`src/rtl/fb_write_sched.sv`:
```
// fb_write_sched: single-port frame-buffer write scheduler.
// Pixel stream has strict priority; fill engine and host share leftover cycles round-robin.
`default_nettype none

module fb_write_sched #(
  parameter int                WIDTH      = 240,
  parameter int                HEIGHT     = 160,
  parameter int                DATA_W     = 18,
  parameter int                ADDR_W     = 16,
  parameter logic [DATA_W-1:0] INIT_COLOR = 18'b100000_100000_100000
) (
  input  logic              clk,
  input  logic              resetn,
  input  logic              pix_we,
  input  logic [7:0]        pix_x,
  input  logic [7:0]        pix_y,
  input  logic [DATA_W-1:0] pix_data,
  input  logic              fill_start,
  input  logic [DATA_W-1:0] fill_color,
  output logic              fill_busy,
  output logic              fill_done,
  input  logic              host_valid,
  output logic              host_ready,
  input  logic [ADDR_W-1:0] host_addr,
  input  logic [DATA_W-1:0] host_data,
  output logic              fb_we,
  output logic [ADDR_W-1:0] fb_addr,
  output logic [DATA_W-1:0] fb_wdata
);

  localparam logic [ADDR_W-1:0] LAST_ADDR = ADDR_W'(WIDTH * HEIGHT - 1);
  localparam logic [8:0]        W_LIM     = 9'(WIDTH);
  localparam logic [8:0]        H_LIM     = 9'(HEIGHT);

  typedef enum logic [0:0] {
    S_IDLE = 1'b0,
    S_FILL = 1'b1
  } fill_state_t;

  fill_state_t       state_q, state_d;
  logic [ADDR_W-1:0] fill_addr_q, fill_addr_d;
  logic [DATA_W-1:0] fill_color_q, fill_color_d;
  logic              fill_done_q, fill_done_d;
  logic              rr_fill_q, rr_fill_d;
  logic              fb_we_q;
  logic [ADDR_W-1:0] fb_addr_q;
  logic [DATA_W-1:0] fb_wdata_q;

  logic              pix_ok;
  logic [ADDR_W-1:0] pix_addr;
  logic              host_in_range;
  logic              grant_pix, grant_fill, grant_host;
  logic              wr_en;
  logic [ADDR_W-1:0] wr_addr;
  logic [DATA_W-1:0] wr_data;

  assign fill_busy     = (state_q == S_FILL);
  assign pix_ok        = resetn & pix_we & ({1'b0, pix_x} < W_LIM) & ({1'b0, pix_y} < H_LIM);
  assign host_in_range = (host_addr <= LAST_ADDR);

  // Constant-width multiply reduces to shift-subtract for the native GBA width.
  if (WIDTH == 240) begin : g_addr_w240
    assign pix_addr = (ADDR_W'(pix_y) << 8) - (ADDR_W'(pix_y) << 4) + ADDR_W'(pix_x);
  end else begin : g_addr_generic
    assign pix_addr = ADDR_W'(pix_y) * ADDR_W'(WIDTH) + ADDR_W'(pix_x);
  end

  always_comb begin
    grant_pix  = pix_ok;
    grant_fill = 1'b0;
    grant_host = 1'b0;
    if (resetn && !pix_ok) begin
      if (fill_busy && host_valid) begin
        grant_fill = rr_fill_q;
        grant_host = ~rr_fill_q;
      end else begin
        grant_fill = fill_busy;
        grant_host = host_valid;
      end
    end
  end

  assign host_ready = grant_host;

  always_comb begin
    rr_fill_d = rr_fill_q;
    wr_en     = 1'b0;
    wr_addr   = fill_addr_q;
    wr_data   = fill_color_q;
    if (grant_pix) begin
      wr_en   = 1'b1;
      wr_addr = pix_addr;
      wr_data = pix_data;
    end else if (grant_fill) begin
      wr_en     = 1'b1;
      rr_fill_d = 1'b0;
    end else if (grant_host) begin
      // Out-of-range host words are acknowledged but never written.
      wr_en     = host_in_range;
      wr_addr   = host_addr;
      wr_data   = host_data;
      rr_fill_d = 1'b1;
    end
  end

  always_comb begin
    state_d      = state_q;
    fill_addr_d  = fill_addr_q;
    fill_color_d = fill_color_q;
    fill_done_d  = 1'b0;
    case (state_q)
      S_FILL: begin
        if (grant_fill) begin
          if (fill_addr_q == LAST_ADDR) begin
            state_d     = S_IDLE;
            fill_done_d = 1'b1;
          end else begin
            fill_addr_d = fill_addr_q + 1'b1;
          end
        end
      end
      default: ;
    endcase
    // A new start overrides completion of the pass in flight.
    if (fill_start) begin
      state_d      = S_FILL;
      fill_addr_d  = '0;
      fill_color_d = fill_color;
      fill_done_d  = 1'b0;
    end
  end

  always_ff @(posedge clk) begin
    if (!resetn) begin
      state_q      <= S_FILL;
      fill_addr_q  <= '0;
      fill_color_q <= INIT_COLOR;
      fill_done_q  <= 1'b0;
      rr_fill_q    <= 1'b1;
    end else begin
      state_q      <= state_d;
      fill_addr_q  <= fill_addr_d;
      fill_color_q <= fill_color_d;
      fill_done_q  <= fill_done_d;
      rr_fill_q    <= rr_fill_d;
    end
  end

  always_ff @(posedge clk) begin
    if (!resetn) begin
      fb_we_q    <= 1'b0;
      fb_addr_q  <= '0;
      fb_wdata_q <= '0;
    end else begin
      fb_we_q <= wr_en;
      if (wr_en) begin
        fb_addr_q  <= wr_addr;
        fb_wdata_q <= wr_data;
      end
    end
  end

  assign fill_done = fill_done_q;
  assign fb_we     = fb_we_q;
  assign fb_addr   = fb_addr_q;
  assign fb_wdata  = fb_wdata_q;

endmodule

`default_nettype wire

```
`config.mk`:
```
export PLATFORM = sky130hd
export DESIGN_NAME = fb_write_sched
export DESIGN_NICKNAME = d
export VERILOG_FILES = /design/src/rtl/fb_write_sched.sv
export SDC_FILE = /design/constraint.sdc
export NUM_CORES = 1
export LEC_CHECK = 0
export ABC_AREA = 1
export BUFFER_PORTS_ARGS = -buffer_cell sky130_fd_sc_hd__buf_4
export CAP_MARGIN = 20
export CORE_MARGIN = 2
export CORE_UTILIZATION = 53
export DETAILED_ROUTE_END_ITERATION = 6
export GPL_TIMING_DRIVEN = 0
export HOLD_SLACK_MARGIN = 0.03
export PLACE_DENSITY = 0.81
export RECOVER_POWER = 100
export SKIP_CTS_REPAIR_TIMING = 1
export SYNTH_ARGS = -nofsm -noshare
export SYNTH_HDL_FRONTEND = slang
export SYNTH_SLANG_ARGS = --single-unit
```
`constraint.sdc`:
```
create_clock -name clk -period 2.1 [get_ports clk]
set_input_delay 0.105 -clock clk [delete_from_list [all_inputs] [get_ports clk]]
set_output_delay 0.105 -clock clk [all_outputs]
set_load 0.1 [all_outputs]
```
**Yosys cells after proc, flatten, opt, wreduce, memory -nomap -nowiden**

Index checks and enable logic that the tools add are counted.

- Bits in registers: 72
- Latch bits: 0
- Memory bits (writable): 0
- ROM bits: 0
- Input bits: 91
- Output and inout port bits: 38
- Word-level logic and storage cells: 51
- Memories kept: 0

- Add/sub/neg operators: 3
- $mul: 0
- Divide/modulo/power cells: 0
- Order comparisons: 3
- Equal/unequal tests: 1
- Shift-type cells: 0
- Multiplexer cells: 19
- Bitwise gates (word level): 9
- Reduce and logical (&&, ||, !) cells: 8

Operator list:

| cell | number |
|---|---|
| $mux 18 | 3 |
| $mux 16 | 3 |
| $add 16x1->16 const B | 1 |
| $add 16x8->16 | 1 |
| $eq 16x16->1 const B | 1 |
| $le 16x16->1 const B | 1 |
| $lt 8x8->1 const B | 2 |
| $sub 16x12->16 | 1 |
| $mux 1 | 13 |
| $not 1->1 | 6 |
| $reduce_or 4->1 | 1 |
| $and 1x1->1 | 3 |
| $reduce_and 3->1 | 1 |
| $logic_and 1x1->1 | 2 |
| $reduce_and 2->1 | 1 |
| $reduce_bool 2->1 | 1 |
| $reduce_or 2->1 | 1 |
| $logic_not 1->1 | 1 |

**Longest topological paths before layout**

Gate-level depths: netlist (run 1).

- Word-level depth: 9
- Depth in mapped cells: 14
- Gate-level depth less buffers: 14

**Worst setup path before layout (run 1)**

OpenSTA, ideal clock, no wires.

- Path kind: reg-to-reg
- From: register state_q (netlist: fill_busy)
- To: register rr_fill_q
- Data arrival time: 2.201 ns
- Slack: -0.222 ns
- Cell stages (with the launch flop): 8
- Path buffers: 0
- Period minus slack after synthesis: 2.322 ns
- Path through: dfxtp_1 nand3_1 nand2_1 inv_1 nand3_2 inv_1 a211oi_1 inv_1

- Word-level cells in the longest chain between the ends: 5
- Elaborated cells on any way between the ends: 8
- Those cells by class: mux: 5; reduce/logical: 3

Ends and longest elaborated chain:

| item | RTL line | source |
|---|---|---|
| start: declaration | 40 | `fill_state_t state_q, state_d;` |
| start signal: assignment | 141 | `state_q <= state_d;` |
| $logic_and 1x1->1 | 73 | `if (fill_busy && host_valid) begin` |
| $mux 1 | 73 |  |
| $mux 1 | 72 | `if (resetn && !pix_ok) begin` |
| via host_ready | 23 | `output logic host_ready,` |
| $reduce_bool 2->1 (no line) | - |  |
| $reduce_and 2->1 (no line) | - |  |
| end signal: assignment | 145 | `rr_fill_q <= rr_fill_d;` |
| end: declaration | 44 | `logic rr_fill_q, rr_fill_d;` |

The timed path passes the listed nets, and every way through them passes these cells.
A chain may end at the register's enable or synchronous reset.

**Worst setup path after layout (run 1)**

- From: register fill_addr_q[1]
- To: register fill_addr_q[1]

- Word-level cells in the longest chain between the ends: 3
- Elaborated cells on any way between the ends: 4
- Those cells by class: add/sub: 1; eq/ne: 1; bitwise: 1; reduce/logical: 1

Ends and longest elaborated chain:

| item | RTL line | source |
|---|---|---|
| start: declaration | 41 | `logic [ADDR_W-1:0] fill_addr_q, fill_addr_d;` |
| start signal: assignment | 142 | `fill_addr_q <= fill_addr_d;` |
| branches (longest 3 deep; another with $add 16x1->16) | - |  |

Several ways; the timed one is not identified.

==> results.json, run 1 <==
{
  "globalRouteOverflowTotal": 0,
  "utilization": 0.696,
  "setup_violations": 0,
  "vias": 5346,
  "p_clk_frac": 0.281,
  "start_kind": "flop",
  "grt_usage": 0.295,
  "timing.rr.start": "fill_addr_q[1]",
  "p_switching_mw": 1.67,
  "power_density_nw_per_um2": 701,
  "final_cells": 1016,
  "worstPathMaxFanout": 10,
  "cp.required_ns": 2.33,
  "drive_gt1_frac": 0.149,
  "nFillCells": 792,
  "hold_depth": 3,
  "synthFlopType": "dfxtp_1",
  "syn_to_final_growth_pct": 25.6,
  "fin_setup_tns_ns": 0,
  "vias_per_cell": 5.26,
  "dp_cells": 994,
  "status": "complete, no violations",
  "clk_pin_slew_worst_paths_ns": 0.09,
  "relSlewSlack": 0.208,
  "wl_mm": 14.5,
  "start_util": 0.554,
  "synth_cells": 762,
  "n_antenna_cell": 0,
  "synth_area_leaders": "dfxtp_1 31%, nand2_1 17%, nor2_1 9.5%, inv_1 7.9%, o21ai_0 6.4%",
  "gp_congestion": 0.949,
  "synth_top_area_share": 0.314,
  "rrSetupSlack_ns": 0.14,
  "r2r_cells": 9,
  "grt_pass1_wl_mm": 22.9,
  "wl_per_cell_um": 14.2,
  "dp_hpwl_mm": 11.1,
  "final_common_cell": "nand2_1",
  "clkLatencyLatePin_ns": 0.35,
  "p_leak_nw": 2.86,
  "placed_area_sq_um": 5680,
  "first_pass_iters": 5,
  "holdWs_ns": 0.0286,
  "hold_violations": 0,
  "dp_slack_ns": 0.119,
  "intPower_mw": 2.38,
  "fin_crit_sh": 0.933,
  "p_sw_frac": 0.412,
  "yosysTopAreaCell": "dfxtp_1",
  "route.detailed.drc": 0,
  "hp-start": "fill_color[16]",
  "grt_max_degree": 15,
  "peakVddDrop_uv": 463,
  "hold_end": "fill_color_q[16]",
  "ys_seq_elements": 72,
  "synthDistinctLibCells": 32,
  "dieHeight_um": 97.1,
  "htreeDepth": 3,
  "portBuffers": 127,
  "slew_violations": 0,
  "pin_count": 129,
  "power_frac_comb": 0.345,
  "grt_pass1_vias": 4826,
  "cts_tree": "yes",
  "synth-seq-area-share": 0.314,
  "core_sq_um": 8300,
  "async_flop_share": 0,
  "clock_skew_ns": 0.0145,
  "arrival_ns": 2.19,
  "ff_latch_area_sq_um": 1440,
  "postSynthNetCount": 862,
  "dieWidth_um": 97.1,
  "drv_cap": 0,
  "ant_nets": 0,
  "grtUsageMet3": 0.0446,
  "clock_sinks": 72,
  "min_period_ns": 1.96,
  "clockBufferDepth": 2,
  "fin_ws_ns": 0.140,
  "root_buffer": "clkbuf_8",
  "worstSetupPathType": "flop to flop",
  "met2_usage": 0.475,
  "antenna_found_initial": 0,
  "syn-cell-area_sq_um": 4600,
  "final_cell_mix": "210 x nand2_1, 118 x nor2_1, 98 x inv_1",
  "grt_busiest_layer": "met2",
  "stdcell_area_sq_um": 5770,
  "r2r-end": "fill_addr_q[1]",
  "design.die.area_sq_um": 9430,
  "use_met1": 0.408,
  "total_power_mw": 4.05,
  "multi_input_area_sq_um": 2560,
  "synth-edff-count": 0,
  "std_cell_rows": 33,
  "worstMarginPinSlew_ns": 1.19,
  "cp-end-kind": "flop",
  "drt_iter0_markers": 376,
  "yosysWarningCount": 0,
  "layout.nets": 1006,
  "worstHoldPathType": "primary input to flop",
  "avgSynthCellArea_sq_um": 6.03,
  "rsz0062_at_grt": "false",
  "fmax_ghz": 0.510,
  "seqPwrFrac": 0.374,
  "cts_buffers": 9
}
[worst max path at each step]
stage	slack [ns]	cells past startpoint	endpoint	from
after global placement	0.17	9	fill_busy	fill_addr_q[0]
final	0.14	9	fill_addr_q[1]	fill_addr_q[1]
after floorplan	0.10	9	fb_addr[1]	fill_busy
after detailed placement	0.12	9	fill_addr_q[0]	fill_addr_q[0]
after CTS	-0.06	9	fill_addr_q[1]	fill_addr_q[0]
after global routing	0.008	9	fill_addr_q[1]	fill_addr_q[1]
[per-layer routing]
metal | part of all wire | up-vias | wire [um]
li1 | - | 2711 | -
met1 | 0.43 | 2351 | 6270
met2 | 0.46 | 251 | 6680
met3 | 0.081 | 33 | 1180
met4 | 0.023 | 0 | 335
met5 | 0 | - | 0
[sequential cells by signal, summed over array words and instances, names as in the netlist]
register      count
fb_addr          16
fill_addr_q      16
fill_busy         1
fill_color_q     18
rr_fill_q         1
fb_we             1
fill_done         1
fb_wdata         18
[power by group through the flow]
stage	combinational [mW]	sequential (mW)	clock (mW)
5_1_grt	1.50	1.53	1.20
3_3_place_gp	1.43	1.54	0
4_1_cts	1.45	1.52	1.15
2_1_floorplan	0.526	2.05	0
6_report	1.40	1.52	1.14
3_5_place_dp	1.44	1.55	0
[Yosys cell counts (6+ instances only)]
master / instances
clkbuf_1: 14
nand3_1: 34
ha_1: 9
buf_2: 14
inv_1: 97
nand4_1: 28
o21ai_0: 59
o31a_1: 6
a21oi_1: 46
xor2_1: 9
inv_2: 6
dfxtp_1: 72
o21ai_1: 8
nor2_1: 116
nand2_1: 209
[worst max-delay path: stages, from the launching register on]
cell and delay [ns]:
dfxtp_1 0.44, ha_2 0.27, nand3_1 0.13, inv_1 0.11
nand2_1 0.11, nor3_4 0.20, nor2_1 0.09, buf_2 0.19
o21ai_1 0.22, nor2_1 0.08
[cell families (layout without fill, tap and decap cells)]
| logic type | count (synthesis) | in the layout | share of synthesized area |
|---|---|---|---|
| buf+inv | 142 | 291 | 0.129 |
| simple gates | 403 | 403 | 0.368 |
| xor+xnor | 10 | 10 | 0.0191 |
| flops | 72 | 72 | 0.314 |
| fa+ha+maj | 9 | 9 | 0.0245 |
| compound gates | 126 | 126 | 0.146 |
[cell type report]
type                       count  area share
inverter                     103      0.0670
multi-input combinational    548       0.443
buffer                        39      0.0312
timing repair buffer         133       0.151
tap                          105      0.0228
sequential                    72       0.250
clock buffer                   9      0.0215
clock inverter                 7      0.0132
Power figures use the tool's default switching activity.
==> run 2, diff against run 1 <==
- clock period: 2.1 -> 1.85 ns (I/O delays scaled with it)
==> run 2 against run 1 <==
  * Worst setup slack got worse by 0.045 ns
  * Clock skew is 0.0044 ns lower
  * Clock power grew 16%
  * Largest power group unchanged
  * Count of clock-buffer cells in the layout up 1
  * Flip-flop and latch count unchanged
  * Largest cell class unchanged
  * Die area stayed put
  * Final cell count rose by 0.39%
  * Critical path depth fell by 3
  * Routed wire length rose by 0.62%
  * Hold slack worse by 0.016 ns
==> results.json, run 2 (synthesis gave the netlist of run 1 again) <==
{
  "status": "complete, no violations",
  "design.die.area_sq_um": 9430,
  "cp.required_ns": 1.76,
  "core_sq_um": 8300,
  "placed_area_sq_um": 5710,
  "vias": 5363,
  "dieHeight_um": 97.1,
  "portBuffers": 127,
  "n_antenna_cell": 0,
  "ant_nets": 0,
  "std_cell_rows": 33,
  "antenna_found_initial": 0,
  "drv_cap": 0,
  "clk_pin_slew_worst_paths_ns": 0.09,
  "final_common_cell": "nand2_1",
  "peakVddDrop_uv": 553,
  "first_pass_iters": 5,
  "setup_violations": 0,
  "root_buffer": "clkbuf_8",
  "dp_cells": 994,
  "grt_usage": 0.303,
  "worstMarginPinSlew_ns": 0.549,
  "p_leak_nw": 3.01,
  "layout.nets": 1010,
  "power_density_nw_per_um2": 788,
  "clkLatencyLatePin_ns": 0.36,
  "start_kind": "flop",
  "pin_count": 129,
  "holdWs_ns": 0.0124,
  "grt_max_degree": 14,
  "gp_congestion": 0.936,
  "dp_hpwl_mm": 11.4,
  "hold_violations": 0,
  "worstPathMaxFanout": 8,
  "cp-end-kind": "primary output",
  "route.detailed.drc": 0,
  "slew_violations": 0,
  "syn_to_final_growth_pct": 28.9,
  "worstSetupPathType": "flop to primary output",
  "stdcell_area_sq_um": 5930,
  "fmax_ghz": 0.570,
  "grt_pass1_wl_mm": 23.6,
  "drt_iter0_markers": 275,
  "fin_setup_tns_ns": 0,
  "dieWidth_um": 97.1,
  "cts_tree": "yes",
  "cts_buffers": 9,
  "clockBufferDepth": 2,
  "arrival_ns": 1.66,
  "wl_per_cell_um": 14.3,
  "worstHoldPathType": "primary input to flop",
  "nFillCells": 749,
  "relSlewSlack": 0.636,
  "drive_gt1_frac": 0.201,
  "final_cells": 1020,
  "clock_skew_ns": 0.0101,
  "start_util": 0.554,
  "globalRouteOverflowTotal": 0,
  "grt_pass1_vias": 5003,
  "final_cell_mix": "209 x nand2_1, 117 x nor2_1, 95 x inv_1",
  "clock_sinks": 72,
  "wl_mm": 14.6,
  "min_period_ns": 1.75,
  "fin_crit_sh": 0.949,
  "utilization": 0.714,
  "vias_per_cell": 5.26,
  "htreeDepth": 3
}
## run 2: cell types whose count changed in the layout (fill, tap and decap cells not counted), sizes merged
cell and delta:
buf +7, clkbuf -4, inv -3, clkinv +1
clkinvlp +1, dlygate4sd3 +2
## run 2: area by class of cell
cell class              instances  area, sq um  area share
plain buffers                  39          205      0.0346
inverters                     103          390      0.0659
clock inverters                 6         67.6      0.0114
flip-flops and latches         72         1450       0.245
multi-input cells             548         2590       0.437
repair buffers                137          952       0.161
clock buffers                  10          138      0.0232
well taps                     105          131      0.0222
## run 2: critical path, stage by stage, from the launching register on
cell	delay [ns]
dfxtp_1	0.43
nand3_2	0.09
nand2_1	0.12
inv_2	0.08
nand3_4	0.13
clkinvlp_4	0.15
clkbuf_4	0.30
## run 2: path summary, 6_finish.rpt
| path | startpoint | to | slack (ns) | depth (start not counted) |
|---|---|---|---|---|
| max | fill_busy | host_ready | 0.1 | 6 |
| min reg2reg | fill_color_q[1] | fill_color_q[1] | 0.46 | 2 |
| max reg2reg | fill_addr_q[1] | fill_addr_q[0] | 0.1 | 9 |
| min | fill_color[12] | fill_color_q[12] | 0.01 | 3 |
## run 2: per-stage QoR
step / setup slack [ns] / total power [mW]
2_1_floorplan: 0.00162 / 2.93
3_3_place_gp: -0.0810 / 3.38
3_5_place_dp: -0.137 / 3.41
4_1_cts: -0.169 / 4.70
5_1_grt: -0.00883 / 4.88
6_report: 0.0951 / 4.67
## run 2: report_power, final
group	switching [mW]	internal [mW]	total (mW)
sequential	0.0599	1.66	1.72
clock	0.660	0.664	1.32
combinational	1.19	0.441	1.63
total	1.91	2.77	4.67
## run 2: routing by layer
metal / track usage / part of all wire
met1: 0.405 / 0.43
met2: 0.503 / 0.48
met3: 0.0468 / 0.070
met4: 0.0964 / 0.020
met5: 0 / 0
==> run 3, diff against run 2 <==
- ABC_AREA: 1 -> not set
- CORE_UTILIZATION: 53 -> 51
- PLACE_DENSITY: 0.81 -> 0.8
- SLEW_MARGIN: not set -> 25
==> run 3 against run 2 <==
  * The flow now finishes with violations (negative setup slack)
  * Count of clock-buffer cells in the layout is the same
  * Hold slack lost 0.010 ns
  * Final cell count shrank 24%
  * Clock power shrank 6%
  * Cell area shrank 3.7%
  * Routed wire length shrank 13%
  * Synthesized cell count shrank 36%
  * Critical path type is now flop to flop
  * Largest power group unchanged
==> results.json, run 3 <==
{
  "ys_top_cells_by_count": "72 x dfxtp_1, 66 x nand2_1, 48 x nor2_1, 30 x nand3_1, 26 x a21o_1",
  "synthDistinctLibCells": 57,
  "dieHeight_um": 92.0,
  "power_density_nw_per_um2": 797,
  "relSlewSlack": 0.499,
  "design.die.area_sq_um": 8460,
  "fin_setup_tns_ns": -1.98,
  "first_pass_iters": 5,
  "synthXorXnorAreaFrac": 0.00665,
  "clkLatencyLatePin_ns": 0.35,
  "syn-cell-area_sq_um": 3950,
  "postSynthNetCount": 589,
  "synth_top_area_share": 0.365,
  "holdWs_ns": 0.00212,
  "fin_crit_sh": 1.10,
  "slew_violations": 0,
  "async_flop_share": 0,
  "clock_sinks": 72,
  "n_antenna_cell": 0,
  "worstPathMaxFanout": 6,
  "worstMarginPinSlew_ns": 0.751,
  "syn_to_final_growth_pct": 44.5,
  "synthFlopType": "dfxtp_1",
  "status": "complete, but fails checks",
  "synth_top_family_by_area": "simple AND/OR/NAND/NOR gates",
  "start_util": 0.519,
  "vias": 4446,
  "arrival_ns": 2.26,
  "rrSetupSlack_ns": -0.19,
  "dieWidth_um": 92.0,
  "root_buffer": "clkbuf_8",
  "cts_tree": "yes",
  "clock_skew_ns": 0.0131,
  "violations": "negative setup slack",
  "wl_mm": 12.6,
  "vias_per_cell": 5.71,
  "cp.required_ns": 2.07,
  "synth_compound_area_frac": 0.235,
  "setup_violations": 17,
  "pin_count": 129,
  "ys_seq_elements": 72,
  "drive_gt1_frac": 0.315,
  "worstHoldPathType": "primary input to flop",
  "min_period_ns": 2.04,
  "wl_per_cell_um": 16.2,
  "synth-edff-count": 0,
  "fin_ws_ns": -0.191,
  "p_leak_nw": 2.48,
  "std_cell_rows": 32,
  "start_kind": "flop",
  "portBuffers": 128,
  "clk_pin_slew_worst_paths_ns": 0.08,
  "clockBufferDepth": 2,
  "route.detailed.drc": 0,
  "grt_pass1_wl_mm": 18.4,
  "grt_usage": 0.271,
  "grt_max_degree": 14,
  "synth_cells": 489,
  "synth-seq-area-share": 0.365,
  "muxShareOfSynthArea": 0.0697,
  "ant_nets": 0,
  "drv_cap": 0,
  "final_cell_mix": "106 x buf_4, 66 x dfxtp_1, 63 x nand2_1",
  "synthAdderAreaFrac": 0.0285,
  "avgSynthCellArea_sq_um": 8.08,
  "fmax_ghz": 0.490,
  "cp-end-kind": "flop",
  "final_common_cell": "buf_4",
  "synth_area_leaders": "dfxtp_1 37%, nand2_1 6.3%, mux2i_1 5.8%, a21o_1 4.9%, nor2_1 4.6%",
  "yosys.area_share.simple": 0.241,
  "htreeDepth": 3,
  "synth.most_common_cell": "dfxtp_1",
  "grt_pass1_vias": 3846,
  "core_sq_um": 7610,
  "dp_hpwl_mm": 8.87,
  "hold_violations": 0,
  "cts_buffers": 9,
  "antenna_found_initial": 0,
  "worstSetupPathType": "flop to flop",
  "layout.nets": 772,
  "peakVddDrop_uv": 462,
  "yosysTopAreaCell": "dfxtp_1",
  "rsz0062_at_grt": "true",
  "dp_slack_ns": -0.258,
  "yosysWarningCount": 0,
  "globalRouteOverflowTotal": 0,
  "gp_congestion": 0.983,
  "drt_iter0_markers": 177
}
-- run 3: cell types whose count changed in the layout (fill, tap and decap cells not counted), sizes merged, moves of 11 or more --
cell / previous run / this run
nand2: 210 / 67
inv: 103 / 20
nor2: 118 / 50
o21ai: 68 / 14
a21o: 0 / 26
a31oi: 0 / 24
nand4: 29 / 5
mux2i: 0 / 23
a21oi: 46 / 24
dlygate4sd3: 8 / 28
or3: 0 / 12
or4: 0 / 11
-- run 3: layout make-up --
type	count	area (sq um)
clock inverter	6	66.3
inverter	18	67.6
sequential	72	1450
fill	568	1900
multi-input combinational	367	2420
buffer	31	164
clock buffer	10	128
tap	102	128
timing repair buffer	173	1280
-- run 3: final timing paths --
path / start / to / depth (start not counted)
setup / recovery: fill_addr_q[9] / fill_addr_q[1] / 6
hold / removal: fill_color[13] / fill_color_q[13] / 3
setup reg to reg: fill_addr_q[9] / fill_addr_q[1] / 6
hold reg to reg: fb_wdata[2] / fb_wdata[2] / 2
-- run 3: critical path: stages (launching register included) --
cell and delay (ns):
dfxtp_4 0.36, or4b_1 0.52, or3_4 0.39, o21ai_4 0.23
buf_6 0.17, mux2i_1 0.19, nor2_1 0.05
-- run 3: cell families after synthesis --
group	count (synthesis)
AND/OR/NAND/NOR	200
AO/OA/AOI/OAI	128
flip-flops	72
buffers and inverters	50
multiplexers	27
adder cells (fa/ha/maj)	9
XOR/XNOR	3
-- run 3: per-stage QoR --
step / total power [mW] / cells / instance area (sq um) / utilization
after detailed placement: 3.27 / 719 / 5060 / 0.665
after floorplan: 2.84 / 489 / 3970 / -
after CTS: 4.48 / 735 / 5250 / 0.690
final: 4.55 / 779 / 5710 / 0.750
after global placement: 3.25 / 719 / 5060 / 0.665
after global routing: 4.73 / 779 / 5710 / 0.750
-- run 3: power breakdown --
group / internal, mW / total, mW / switching (mW)
sequential: 1.66 / 1.73 / 0.0702
combinational: 0.466 / 1.57 / 1.11
clock: 0.629 / 1.24 / 0.616
-- run 3: routing by layer --
metal | wire [um] | share of wire | vias up | global-route usage
met5 | 0 | 0 | - | 0
met1 | 5460 | 0.43 | 2105 | 0.356
li1 | - | - | 2145 | -
met3 | 742 | 0.059 | 22 | 0.0526
met4 | 268 | 0.021 | 0 | 0.0871
met2 | 6160 | 0.49 | 174 | 0.449
